$ cat src/rtl/i2c_slave_regs_pkg.sv
// Shared types and constants for the I2C register-target slave.
// States, ACK/NACK line levels, R/W encoding and the bit-counter width.
package i2c_pkg;

  typedef enum logic [3:0] {
    ST_IDLE,
    ST_ADDR,
    ST_ADDR_ACK,
    ST_PTR,
    ST_PTR_ACK,
    ST_WDATA,
    ST_WDATA_ACK,
    ST_RDATA,
    ST_RDATA_ACK,
    ST_IGNORE
  } i2c_state_e;

  localparam logic I2C_ACK     = 1'b0;
  localparam logic I2C_NACK    = 1'b1;
  localparam logic I2C_RW_READ = 1'b1;
  localparam int   BIT_CNT_W   = 4;

  function automatic logic maj3(input logic a, input logic b, input logic c);
    return (a & b) | (a & c) | (b & c);
  endfunction

endpackage

$ cat src/rtl/i2c_slave_regs_if.sv
// Bus pins and register-file port of the I2C register-target slave.
// slave = the target RTL, master = the environment driving pads and the register file.
interface i2c_slave_regs_if;
  logic       scl_in;
  logic       sda_in;
  logic       sda_oe;
  logic [7:0] reg_addr;
  logic [7:0] reg_wdata;
  logic       reg_we;
  logic [7:0] reg_rdata;
  logic       busy;

  modport slave (
    input  scl_in, sda_in, reg_rdata,
    output sda_oe, reg_addr, reg_wdata, reg_we, busy
  );

  modport master (
    output scl_in, sda_in, reg_rdata,
    input  sda_oe, reg_addr, reg_wdata, reg_we, busy
  );
endinterface

$ cat src/rtl/i2c_slave_regs_line_sync.sv
// 2-FF synchronizer plus registered level/rise/fall for one bus line; 3 clk pad-to-pulse.
// I2C_SLAVE_GLITCH_FILTER_EN adds a 3-sample majority filter (rejects 1-clk pulses, 5 clk latency).
module i2c_line_sync
  import i2c_pkg::*;
(
  input  logic clk,
  input  logic reset,
  input  logic i_line,
  output logic o_level,
  output logic o_rise,
  output logic o_fall
);

  logic [1:0] r_sync;
  logic       r_lvl;
  logic       r_rise;
  logic       r_fall;
  logic       w_filt;

  // Lines idle high, so every stage resets to 1 to avoid a false edge.
  always_ff @(posedge clk or posedge reset) begin
    if (reset) begin
      r_sync <= 2'b11;
    end else begin
      r_sync <= {r_sync[0], i_line};
    end
  end

`ifdef I2C_SLAVE_GLITCH_FILTER_EN
  logic [1:0] r_hist;
  logic       r_maj;

  always_ff @(posedge clk or posedge reset) begin
    if (reset) begin
      r_hist <= 2'b11;
      r_maj  <= 1'b1;
    end else begin
      r_hist <= {r_hist[0], r_sync[1]};
      r_maj  <= maj3(r_sync[1], r_hist[0], r_hist[1]);
    end
  end

  assign w_filt = r_maj;
`else
  assign w_filt = r_sync[1];
`endif

  always_ff @(posedge clk or posedge reset) begin
    if (reset) begin
      r_lvl  <= 1'b1;
      r_rise <= 1'b0;
      r_fall <= 1'b0;
    end else begin
      r_lvl  <= w_filt;
      r_rise <= w_filt & ~r_lvl;
      r_fall <= ~w_filt & r_lvl;
    end
  end

  assign o_level = r_lvl;
  assign o_rise  = r_rise;
  assign o_fall  = r_fall;

endmodule

$ cat src/rtl/i2c_slave_regs.sv
// I2C target with 7-bit address and 256-byte register port: pointer write, data write, auto-increment read.
// Event latency 3 clk (5 with I2C_SLAVE_GLITCH_FILTER_EN); sda_oe moves 1 clk after a detected scl fall.
module i2c_slave_regs
  import i2c_pkg::*;
#(
  parameter logic [6:0] DEV_ADDR = 7'b1110000
)
(
  input  logic            clk,
  input  logic            reset,
  i2c_slave_regs_if.slave bus
);

  logic w_scl_lvl, w_scl_rise, w_scl_fall;
  logic w_sda_lvl, w_sda_rise, w_sda_fall;
  logic w_start, w_stop;
  logic [7:0] w_byte;

  i2c_state_e           r_state;
  logic [BIT_CNT_W-1:0] r_bit_cnt;
  logic [7:0]           r_shift;
  logic [7:0]           r_addr;
  logic [7:0]           r_wdata;
  logic                 r_we;
  logic                 r_oe;
  logic                 r_busy;
  logic                 r_rw;
  logic                 r_mack;

  i2c_line_sync u_scl_sync (
    .clk     (clk),
    .reset   (reset),
    .i_line  (bus.scl_in),
    .o_level (w_scl_lvl),
    .o_rise  (w_scl_rise),
    .o_fall  (w_scl_fall)
  );

  i2c_line_sync u_sda_sync (
    .clk     (clk),
    .reset   (reset),
    .i_line  (bus.sda_in),
    .o_level (w_sda_lvl),
    .o_rise  (w_sda_rise),
    .o_fall  (w_sda_fall)
  );

  assign w_start = w_sda_fall & w_scl_lvl;
  assign w_stop  = w_sda_rise & w_scl_lvl;
  assign w_byte  = {r_shift[6:0], w_sda_lvl};

  always_ff @(posedge clk or posedge reset) begin
    if (reset) begin
      r_state   <= ST_IDLE;
      r_bit_cnt <= '0;
      r_shift   <= 8'h00;
      r_addr    <= 8'h00;
      r_wdata   <= 8'h00;
      r_we      <= 1'b0;
      r_oe      <= 1'b0;
      r_busy    <= 1'b0;
      r_rw      <= 1'b0;
      r_mack    <= 1'b0;
    end else begin
      r_we <= 1'b0;
      // Bus conditions take priority over any coincident scl edge.
      if (w_stop) begin
        r_state   <= ST_IDLE;
        r_oe      <= 1'b0;
        r_busy    <= 1'b0;
        r_bit_cnt <= '0;
      end else if (w_start) begin
        r_state   <= ST_ADDR;
        r_oe      <= 1'b0;
        r_bit_cnt <= '0;
        r_shift   <= 8'h00;
      end else begin
        unique case (r_state)
          ST_IDLE, ST_IGNORE: begin
          end

          ST_ADDR: begin
            if (w_scl_rise) begin
              r_shift   <= w_byte;
              r_bit_cnt <= r_bit_cnt + 4'd1;
              if (r_bit_cnt == 4'd7) begin
                r_bit_cnt <= '0;
                if (w_byte[7:1] == DEV_ADDR) begin
                  r_state <= ST_ADDR_ACK;
                  r_rw    <= w_byte[0];
                  r_busy  <= 1'b1;
                end else begin
                  r_state <= ST_IGNORE;
                end
              end
            end
          end

          // ACK states: first scl fall pulls sda, second fall releases it and ends the byte.
          ST_ADDR_ACK, ST_PTR_ACK, ST_WDATA_ACK: begin
            if (w_scl_fall) begin
              if (r_bit_cnt == 4'd0) begin
                r_oe      <= 1'b1;
                r_bit_cnt <= 4'd1;
              end else begin
                r_oe      <= 1'b0;
                r_bit_cnt <= '0;
                if (r_state == ST_ADDR_ACK && r_rw == I2C_RW_READ) begin
                  r_state <= ST_RDATA;
                  r_oe    <= ~bus.reg_rdata[7];
                  r_shift <= {bus.reg_rdata[6:0], 1'b0};
                end else if (r_state == ST_ADDR_ACK) begin
                  r_state <= ST_PTR;
                end else begin
                  r_state <= ST_WDATA;
                  if (r_state == ST_WDATA_ACK) begin
                    r_addr <= r_addr + 8'd1;
                  end
                end
              end
            end
          end

          ST_PTR: begin
            if (w_scl_rise) begin
              r_shift   <= w_byte;
              r_bit_cnt <= r_bit_cnt + 4'd1;
              if (r_bit_cnt == 4'd7) begin
                r_bit_cnt <= '0;
                r_addr    <= w_byte;
                r_state   <= ST_PTR_ACK;
              end
            end
          end

          ST_WDATA: begin
            if (w_scl_rise) begin
              r_shift   <= w_byte;
              r_bit_cnt <= r_bit_cnt + 4'd1;
              if (r_bit_cnt == 4'd7) begin
                r_bit_cnt <= '0;
                r_wdata   <= w_byte;
                r_we      <= 1'b1;
                r_state   <= ST_WDATA_ACK;
              end
            end
          end

          ST_RDATA: begin
            if (w_scl_rise) begin
              r_bit_cnt <= r_bit_cnt + 4'd1;
            end else if (w_scl_fall) begin
              if (r_bit_cnt == 4'd8) begin
                r_oe      <= 1'b0;
                r_bit_cnt <= '0;
                r_state   <= ST_RDATA_ACK;
              end else begin
                r_oe    <= ~r_shift[7];
                r_shift <= {r_shift[6:0], 1'b0};
              end
            end
          end

          // Pointer advances on the ACK sample so reg_rdata is settled by the next fall.
          ST_RDATA_ACK: begin
            if (w_scl_rise) begin
              r_mack <= (w_sda_lvl == I2C_ACK);
              if (w_sda_lvl == I2C_ACK) begin
                r_addr <= r_addr + 8'd1;
              end
            end else if (w_scl_fall) begin
              if (r_mack) begin
                r_state <= ST_RDATA;
                r_oe    <= ~bus.reg_rdata[7];
                r_shift <= {bus.reg_rdata[6:0], 1'b0};
              end else begin
                r_state <= ST_IGNORE;
              end
            end
          end

          default: r_state <= ST_IDLE;
        endcase
      end
    end
  end

  assign bus.sda_oe    = r_oe;
  assign bus.reg_addr  = r_addr;
  assign bus.reg_wdata = r_wdata;
  assign bus.reg_we    = r_we;
  assign bus.busy      = r_busy;

endmodule

$ cat src/flat_wrapper.sv
// flat-port wrapper written by rule: the top's interface ports become plain ports
module i2c_slave_regs_flat import i2c_pkg::*;
#(
  parameter logic [6:0] DEV_ADDR = 7'b1110000
)
  (clk, reset, bus_scl_in, bus_sda_in, bus_reg_rdata, bus_sda_oe, bus_reg_addr, bus_reg_wdata, bus_reg_we, bus_busy);
  i2c_slave_regs_if bus_i ();
  input  logic clk;
  input  logic reset;
  input wire logic [$bits(bus_i.scl_in)-1:0] bus_scl_in;
  input wire logic [$bits(bus_i.sda_in)-1:0] bus_sda_in;
  input wire logic [$bits(bus_i.reg_rdata)-1:0] bus_reg_rdata;
  output wire logic [$bits(bus_i.sda_oe)-1:0] bus_sda_oe;
  output wire logic [$bits(bus_i.reg_addr)-1:0] bus_reg_addr;
  output wire logic [$bits(bus_i.reg_wdata)-1:0] bus_reg_wdata;
  output wire logic [$bits(bus_i.reg_we)-1:0] bus_reg_we;
  output wire logic [$bits(bus_i.busy)-1:0] bus_busy;
  assign bus_i.scl_in = bus_scl_in;
  assign bus_i.sda_in = bus_sda_in;
  assign bus_i.reg_rdata = bus_reg_rdata;
  assign bus_sda_oe = bus_i.sda_oe;
  assign bus_reg_addr = bus_i.reg_addr;
  assign bus_reg_wdata = bus_i.reg_wdata;
  assign bus_reg_we = bus_i.reg_we;
  assign bus_busy = bus_i.busy;
  i2c_slave_regs #(.DEV_ADDR(DEV_ADDR)) u_core (.clk(clk), .reset(reset), .bus(bus_i));
endmodule
$ cat config.mk
export PLATFORM = sky130hd
export DESIGN_NAME = i2c_slave_regs_flat
export DESIGN_NICKNAME = d
export VERILOG_FILES = /design/src/rtl/i2c_slave_regs_pkg.sv /design/src/rtl/i2c_slave_regs_if.sv /design/src/rtl/i2c_slave_regs_line_sync.sv /design/src/rtl/i2c_slave_regs.sv /design/src/flat_wrapper.sv
export SDC_FILE = /design/constraint.sdc
export NUM_CORES = 1
export LEC_CHECK = 0
export CORE_MARGIN = 2
export CORE_UTILIZATION = 30
export DETAILED_ROUTE_END_ITERATION = 16
export GPL_TIMING_DRIVEN = 1
export HOLD_SLACK_MARGIN = 0.02
export PLACE_DENSITY_LB_ADDON = 0.08
export SLEW_MARGIN = 10
export SYNTH_ARGS = -nofsm -noshare
export SYNTH_HDL_FRONTEND = slang
export SYNTH_SLANG_ARGS = --single-unit
$ cat constraint.sdc
create_clock -name clk -period 6.2 [get_ports clk]
set_clock_uncertainty 0.15 [all_clocks]
set_input_delay 0.62 -clock clk [delete_from_list [all_inputs] [get_ports clk]]
set_output_delay 0.62 -clock clk [all_outputs]
set_load 0.01 [all_outputs]
* After elaboration in Yosys (flattened, before gate mapping)
Cells that the tools add are included.
** Storage, ports and cells
- Output and inout port bits :: 19
- Input bits :: 12
- Register bits :: 47
- Logic and storage cells :: 182
** Cells by class
- Equal/unequal tests :: 50
- Bitwise logic cells :: 14
- Add/subtract/negate cells :: 2
- Reduce and logical (&&, ||, !) cells :: 23
- Muxes and demuxes :: 75
** Operators with widths (number)
- $mux W8 :: 20
- $mux W4 :: 26
- $ne A4 B2 Y1 const B :: 9
- $pmux W8 S4 :: 1
- $pmux W4 S7 :: 1
- $ne A4 B1 Y1 const B :: 6
- $pmux W8 S3 :: 1
- $reduce_and A12 Y1 :: 2
- $mux W1 :: 23
- $ne A3 B2 Y1 const B :: 7
- $eq A4 B3 Y1 const B :: 5
- $ne A2 B2 Y1 const B :: 8
- $reduce_and A5 Y1 :: 3
- $reduce_bool A5 Y1 :: 3
- $reduce_and A14 Y1 :: 1
- $eq A4 B4 Y1 const B :: 3
- $ne A3 B1 Y1 const B :: 4
- $pmux W4 S3 :: 1
- $add A8 B1 Y8 const B :: 1
- $eq A4 B2 Y1 const B :: 2
- $logic_not A4 Y1 :: 2
- $not A1 Y1 :: 8
- $reduce_bool A2 Y1 :: 4
- $eq A7 B7 Y1 const B :: 1
- other kinds (15) :: 22

* Logic depth before layout (Yosys ltp)
- Depth after elaboration :: 8
- Mapped depth :: 9
- Gate-level depth less buffers :: 7

* Cells and area by module
A second synthesis with hierarchy kept.
** Second synthesis, totals
- Cells, all modules :: 277
- Area, all modules :: 2717.6 um^2
** By module, submodules not included
- i2c_slave_regs :: cells each 261, seq. area each 925.9 um^2, times used 1, area each 2422.3 um^2
- i2c_line_sync :: cells each 8, seq. area each 128.9 um^2, times used 2, area each 147.6 um^2

* Worst setup path after synthesis
OpenSTA, ideal clock, no wires.
- Kind :: reg2reg
- From :: register u_core.r_bit_cnt[0]
- To :: register u_core.r_addr[0] (netlist: u_core.bus.reg_addr[0])
- Arrival time :: 1933 ps
- Cell stages (with the launch flop) :: 9
- Path buffers :: 1
- Path slack :: 3994 ps
- Cells stage by stage :: dfrtp_1 -> inv_1 -> ha_1 -> or3b_2 -> a311oi_1 -> or4_1 -> buf_2 -> nor3_1 -> a211o_1
** Between the ends
- Longest elaborated chain between the ends :: 3
- Elaborated cells between the ends (all ways) :: 5
- Classes of those cells :: eq/ne (3); reduce/logical (2)
** Ends and longest elaborated chain
- start, declared :: RTL line i2c_slave_regs.sv:20 : logic [BIT_CNT_W-1:0] r_bit_cnt;
- start signal, assigned :: RTL line i2c_slave_regs.sv:85 : r_bit_cnt <= r_bit_cnt + 4'd1;
- start signal, assigned :: RTL line i2c_slave_regs.sv:127 : r_bit_cnt <= r_bit_cnt + 4'd1;
- start signal, assigned :: RTL line i2c_slave_regs.sv:139 : r_bit_cnt <= r_bit_cnt + 4'd1;
- $eq A4 B3 Y1 / $logic_not A4 Y1 (equally long branches) :: RTL line i2c_slave_regs.sv:128, i2c_slave_regs.sv:102
- $ne A2 B1 Y1 (no source line) / $ne A2 B2 Y1 (equally long branches)
- $reduce_and A12 Y1 (no source line) (*)
- end signal, assigned :: RTL line i2c_slave_regs.sv:117 : r_addr <= r_addr + 8'd1;
- end signal, assigned :: RTL line i2c_slave_regs.sv:130 : r_addr <= w_byte;
- end signal, assigned :: RTL line i2c_slave_regs.sv:169 : r_addr <= r_addr + 8'd1;
- end, declared :: RTL line i2c_slave_regs.sv:22 : logic [7:0] r_addr;
Mark *: on every way between the ends. The rest lies on a longest branch, timed or not.
A chain may end at the register's enable or synchronous reset.

* Worst setup path after layout
- From :: register u_core.r_state[0]
- To :: register u_core.r_state[1]
** Between the ends
- Longest elaborated chain between the ends :: 8
- Elaborated cells between the ends (all ways) :: 35
- Classes of those cells :: eq/ne (23); mux (7); reduce/logical (5)
** Ends and longest elaborated chain
- start, declared :: RTL line i2c_slave_regs.sv:19 : i2c_state_e r_state;
- start signal, assigned :: RTL line i2c_slave_regs.sv:54 : r_state <= ST_IDLE;
- start signal, assigned :: RTL line i2c_slave_regs.sv:68 : r_state <= ST_IDLE;
- start signal, assigned :: RTL line i2c_slave_regs.sv:73 : r_state <= ST_ADDR;
- $eq A4 B2 Y1 :: RTL line i2c_slave_regs.sv:78, i2c_slave_regs.sv:108, i2c_slave_regs.sv:112
- $mux W3 / $logic_and A1 B1 Y1 (equally long branches) :: RTL line i2c_slave_regs.sv:112, i2c_slave_regs.sv:108
- $mux W4 :: RTL line i2c_slave_regs.sv:108 : if (r_state == ST_ADDR_ACK && r_rw == I2C_RW_READ) begin
- $mux W4 :: RTL line i2c_slave_regs.sv:102 : if (r_bit_cnt == 4'd0) begin
- $mux W4 :: RTL line i2c_slave_regs.sv:101 : if (w_scl_fall) begin
- $pmux W4 S7 :: RTL line i2c_slave_regs.sv:78 : unique case (r_state)
- $mux W4 :: RTL line i2c_slave_regs.sv:72 : end else if (w_start) begin
- $mux W4 :: RTL line i2c_slave_regs.sv:67 : if (w_stop) begin
Parallel ways exist; a longest one is shown, timed or not. The select of a mux whose other input is x is not followed.

==> impl_metrics.json <==
{
  "timing.hold.worst.class": "reg -> reg",
  "clock_tree.htree_level_count": 2,
  "synth_area_leaders": "dfrtp_1 38%, dfstp_2 5.8%, mux2i_1 4.8%",
  "ir_drop_mv": 0.0936,
  "synth_async_sr_flop_share": 1.00,
  "grt_max_degree": 48,
  "crit_path_start_kind": "flip-flop",
  "cts_setup_buffers": 0,
  "worstMarginPinSlew_ns": 0.999,
  "r2r_worst_path_depth": 5,
  "multi_input_combinational_cell_area_um2": 1410,
  "timing.critical_path.fanout_max": 18,
  "syn_area_um2": 2730,
  "drt-total-wl_um": 6620,
  "share_of_final_layout_standard_cells_stronger_than_drive_strength_1": 0.146,
  "rows": 34,
  "top_level_ports": 31,
  "post_synth_and_or_nand_nor_area_fraction": 0.219,
  "muxShareOfSynthArea": 0.0931,
  "antenna_found_initial": 0,
  "busiest_layer": "met2",
  "grt_first_pass_wirelength_um": 11400,
  "final_core_utilization": 0.361,
  "num-fill-cells": 923,
  "cts_tree": "done",
  "synth_flop_cell": "dfrtp_1",
  "fmax_mhz": 362,
  "synthesis.area_per_instance_um2": 10.1,
  "critical-path-slowest-cell": "dfrtp_1",
  "instances_no_fill": 402,
  "outcome": "finished, final reports clean",
  "yosysWarningCount": 0,
  "seqCellArea_um2": 1180,
  "dpl.cell_count": 394,
  "groute.layer.met2.usage": 0.228,
  "maxCapViolCount": 0,
  "synth.distinct_cells": 59,
  "power_density_nw_per_um2": 204,
  "die_area_um2": 9870,
  "number_of_hold_buffers_added_after_cts": 0,
  "crit_arrival_ns": 2.85,
  "core_um2": 8760,
  "setup_total_negative_slack_ns": 0,
  "period_minus_slack_ns": 2.76,
  "cp_top_family": "simple AND/OR/NAND/NOR gates",
  "detailedRoute.firstIterationViolations": 129,
  "hold_depth": 0,
  "portBuffers": 30,
  "num_antenna_cells": 0,
  "synthesis.instances": 271,
  "overflow": 0,
  "vias_in_the_first_global_route": 2141,
  "flow.area_growth_from_synthesis_pct": 15.9,
  "groute.usage.overall": 0.144,
  "final.period_utilization": 0.446,
  "synth_top_area_cell": "dfrtp_1",
  "timing.critical_path.cells": "nor2b_1, mux2_2, o32ai_1, or3_1, mux2i_1",
  "synth_compound_gate_area_share": 0.187,
  "clock_sinks": 47,
  "gp_congestion": 0.826,
  "cts_resized": 0,
  "clock_edge_transition_at_the_registers_on_the_reported_setup_and_hold_paths_ns": 0.10,
  "yosys.area.top_type_share": 0.376,
  "final_antenna_net_count": 0,
  "drc_errors": 0,
  "timing.max_slew.rel_slack": 0.333,
  "ctsLongestPathBuffers": 2,
  "synth_enable_flop_cells": 0,
  "initial_utilization": 0.311,
  "cts_root_buffer": "clkbuf_8",
  "cts_buffers": 5,
  "chipWidth_um": 99.4,
  "p_leak_nw": 1.31,
  "synth_top_family_by_area": "simple AND/OR/NAND/NOR gates",
  "worst-endpoint-required_ns": 6.29,
  "synth_sequential_area_ratio": 0.434,
  "routed_via_density": 5.38,
  "crit_path_end_kind": "flip-flop",
  "first_pass_iters": 4,
  "drt-wirelength-per-cell_um": 16.5,
  "synth_xor_xnor_area_share": 0.00321,
  "crit_buf_inv": 0,
  "nNetsFinal": 308,
  "chip_height_um": 99.4,
  "critical_path_start_end_classification": "reg -> reg",
  "finalSetupViolations": 0,
  "use_met3": 0.0239,
  "global_route.usage.met1": 0.207,
  "dr_total_vias": 2162,
  "total_nets_after_synthesis": 286,
  "drv_slew": 0,
  "max_stage_delay_ns": 0.76,
  "yosys.area_share.adder": 0.0138,
  "finalHoldViolations": 0,
  "place.detailed.hpwl_um": 4630,
  "cp_num_cells": 5,
  "synth_seq_cells": 47,
  "setup_repair_after_global_routing_missed_its_margin": "no",
  "clock_insertion_delay_worst_skew_ns": 0.31
}
-- final cells by class --
class | count | area share
Multi-Input combinational cell | 198 | 0.446
Sequential cell | 47 | 0.375
Timing Repair Buffer | 31 | 0.0974
Tap cell | 108 | 0.0428
Clock buffer | 5 | 0.0218
Inverter | 10 | 0.0119
Clock inverter | 3 | 0.00594
-- registers in the layout (all words and copies together), names as in the netlist, 2 cells and up --
signal / flops
u_core.bus.reg_addr: 8
u_core.bus.reg_wdata: 8
u_core.r_shift: 8
u_core.r_bit_cnt: 4
u_core.r_state: 4
u_core.u_scl_sync.r_sync: 2
u_core.u_sda_sync.r_sync: 2
-- stage by stage --
stage / cell area, um^2 / worst slack (ns) / power [mW] / hold WS (ns)
floorplan: 2730 / 3.99 / 0.428 / 0.195
finish: 3160 / 3.44 / 0.644 / 0.211
global route: 3160 / 3.23 / 0.681 / 0.215
detailed placement: 3070 / 3.48 / 0.458 / 0.197
CTS: 3160 / 3.47 / 0.658 / 0.212
global placement: 3070 / 3.45 / 0.457 / 0.198
-- cell usage after synthesis, types with 4 or more instances --
cell type and instances:
o22ai_2 7, dfrtp_1 41, o21ai_0 10, a31oi_1 4
nand2_1 26, nor2b_1 6, nand2b_1 4, mux2_2 11
nor2_1 21, a21oi_1 10, nand3_1 8, and3_1 4
mux2i_1 13, inv_1 10, o21ai_1 7, buf_2 9
dfstp_2 6
-- layer usage --
layer / up-vias / wire [um]
met5: - / 0
met4: 0 / 70
met3: 6 / 277
met2: 54 / 3030
met1: 1058 / 3250
li1: 1044 / -
-- worst paths after layout --
path / slack [ns] / start / to
worst max-delay path: 3.44 / u_core.r_state[0]$_DFFE_PP0P_ / u_core.r_state[1]$_DFFE_PP0P_
worst min-delay path: 0.21 / u_core.u_scl_sync.r_sync[0]$_DFF_PP1_ / u_core.u_scl_sync.r_sync[1]$_DFF_PP1_
worst max register to register: 3.44 / u_core.r_state[0]$_DFFE_PP0P_ / u_core.r_state[1]$_DFFE_PP0P_
worst min register to register: 0.21 / u_core.u_scl_sync.r_sync[0]$_DFF_PP1_ / u_core.u_scl_sync.r_sync[1]$_DFF_PP1_
max in group asynchronous: 4.57 / reset / u_core.r_bit_cnt[1]$_DFFE_PP0P_
min in group asynchronous: 0.71 / reset / u_core.r_state[3]$_DFFE_PP0P_
-- power by group --
part           internal, mW  switching [mW]
sequential            0.325          0.0304
combinational        0.0455          0.0490
clock                0.0797           0.114
-- worst reg2reg max path, cell delays in order (launching register included) --
cell	delay, ns
dfrtp_1	0.76
nor2b_1	0.52
mux2_2	0.39
o32ai_1	0.38
or3_1	0.29
mux2i_1	0.20
-- cells in the final DEF, fill, tap and decap left out, drive strengths merged, types with 3 or more instances in the layout --
cell type	instances
mux2i	13
a21oi	10
o311ai	3
and3	4
mux2	11
nor4	3
o211ai	3
nor2b	6
clkbuf	5
nand3	8
nor2	21
o22a	3
nand3b	3
inv	11
clkdlybuf4s50	30
nor3	5
dfrtp	41
nor4b	3
o22ai	7
o21ai	17
nand2	26
a31oi	4
nand2b	5
ha	3
dfstp	6
and2	3
-- cells by family (layout without fill, tap and decap cells) --
family	after synthesis	after routing
AO/OA/AOI/OAI	68	68
XOR/XNOR	1	1
adder cells (fa/ha/maj)	3	3
buffers and inverters	26	49
flip-flops	47	47
multiplexers	24	24
AND/OR/NAND/NOR	102	102
(Power assumes the default switching activity.)
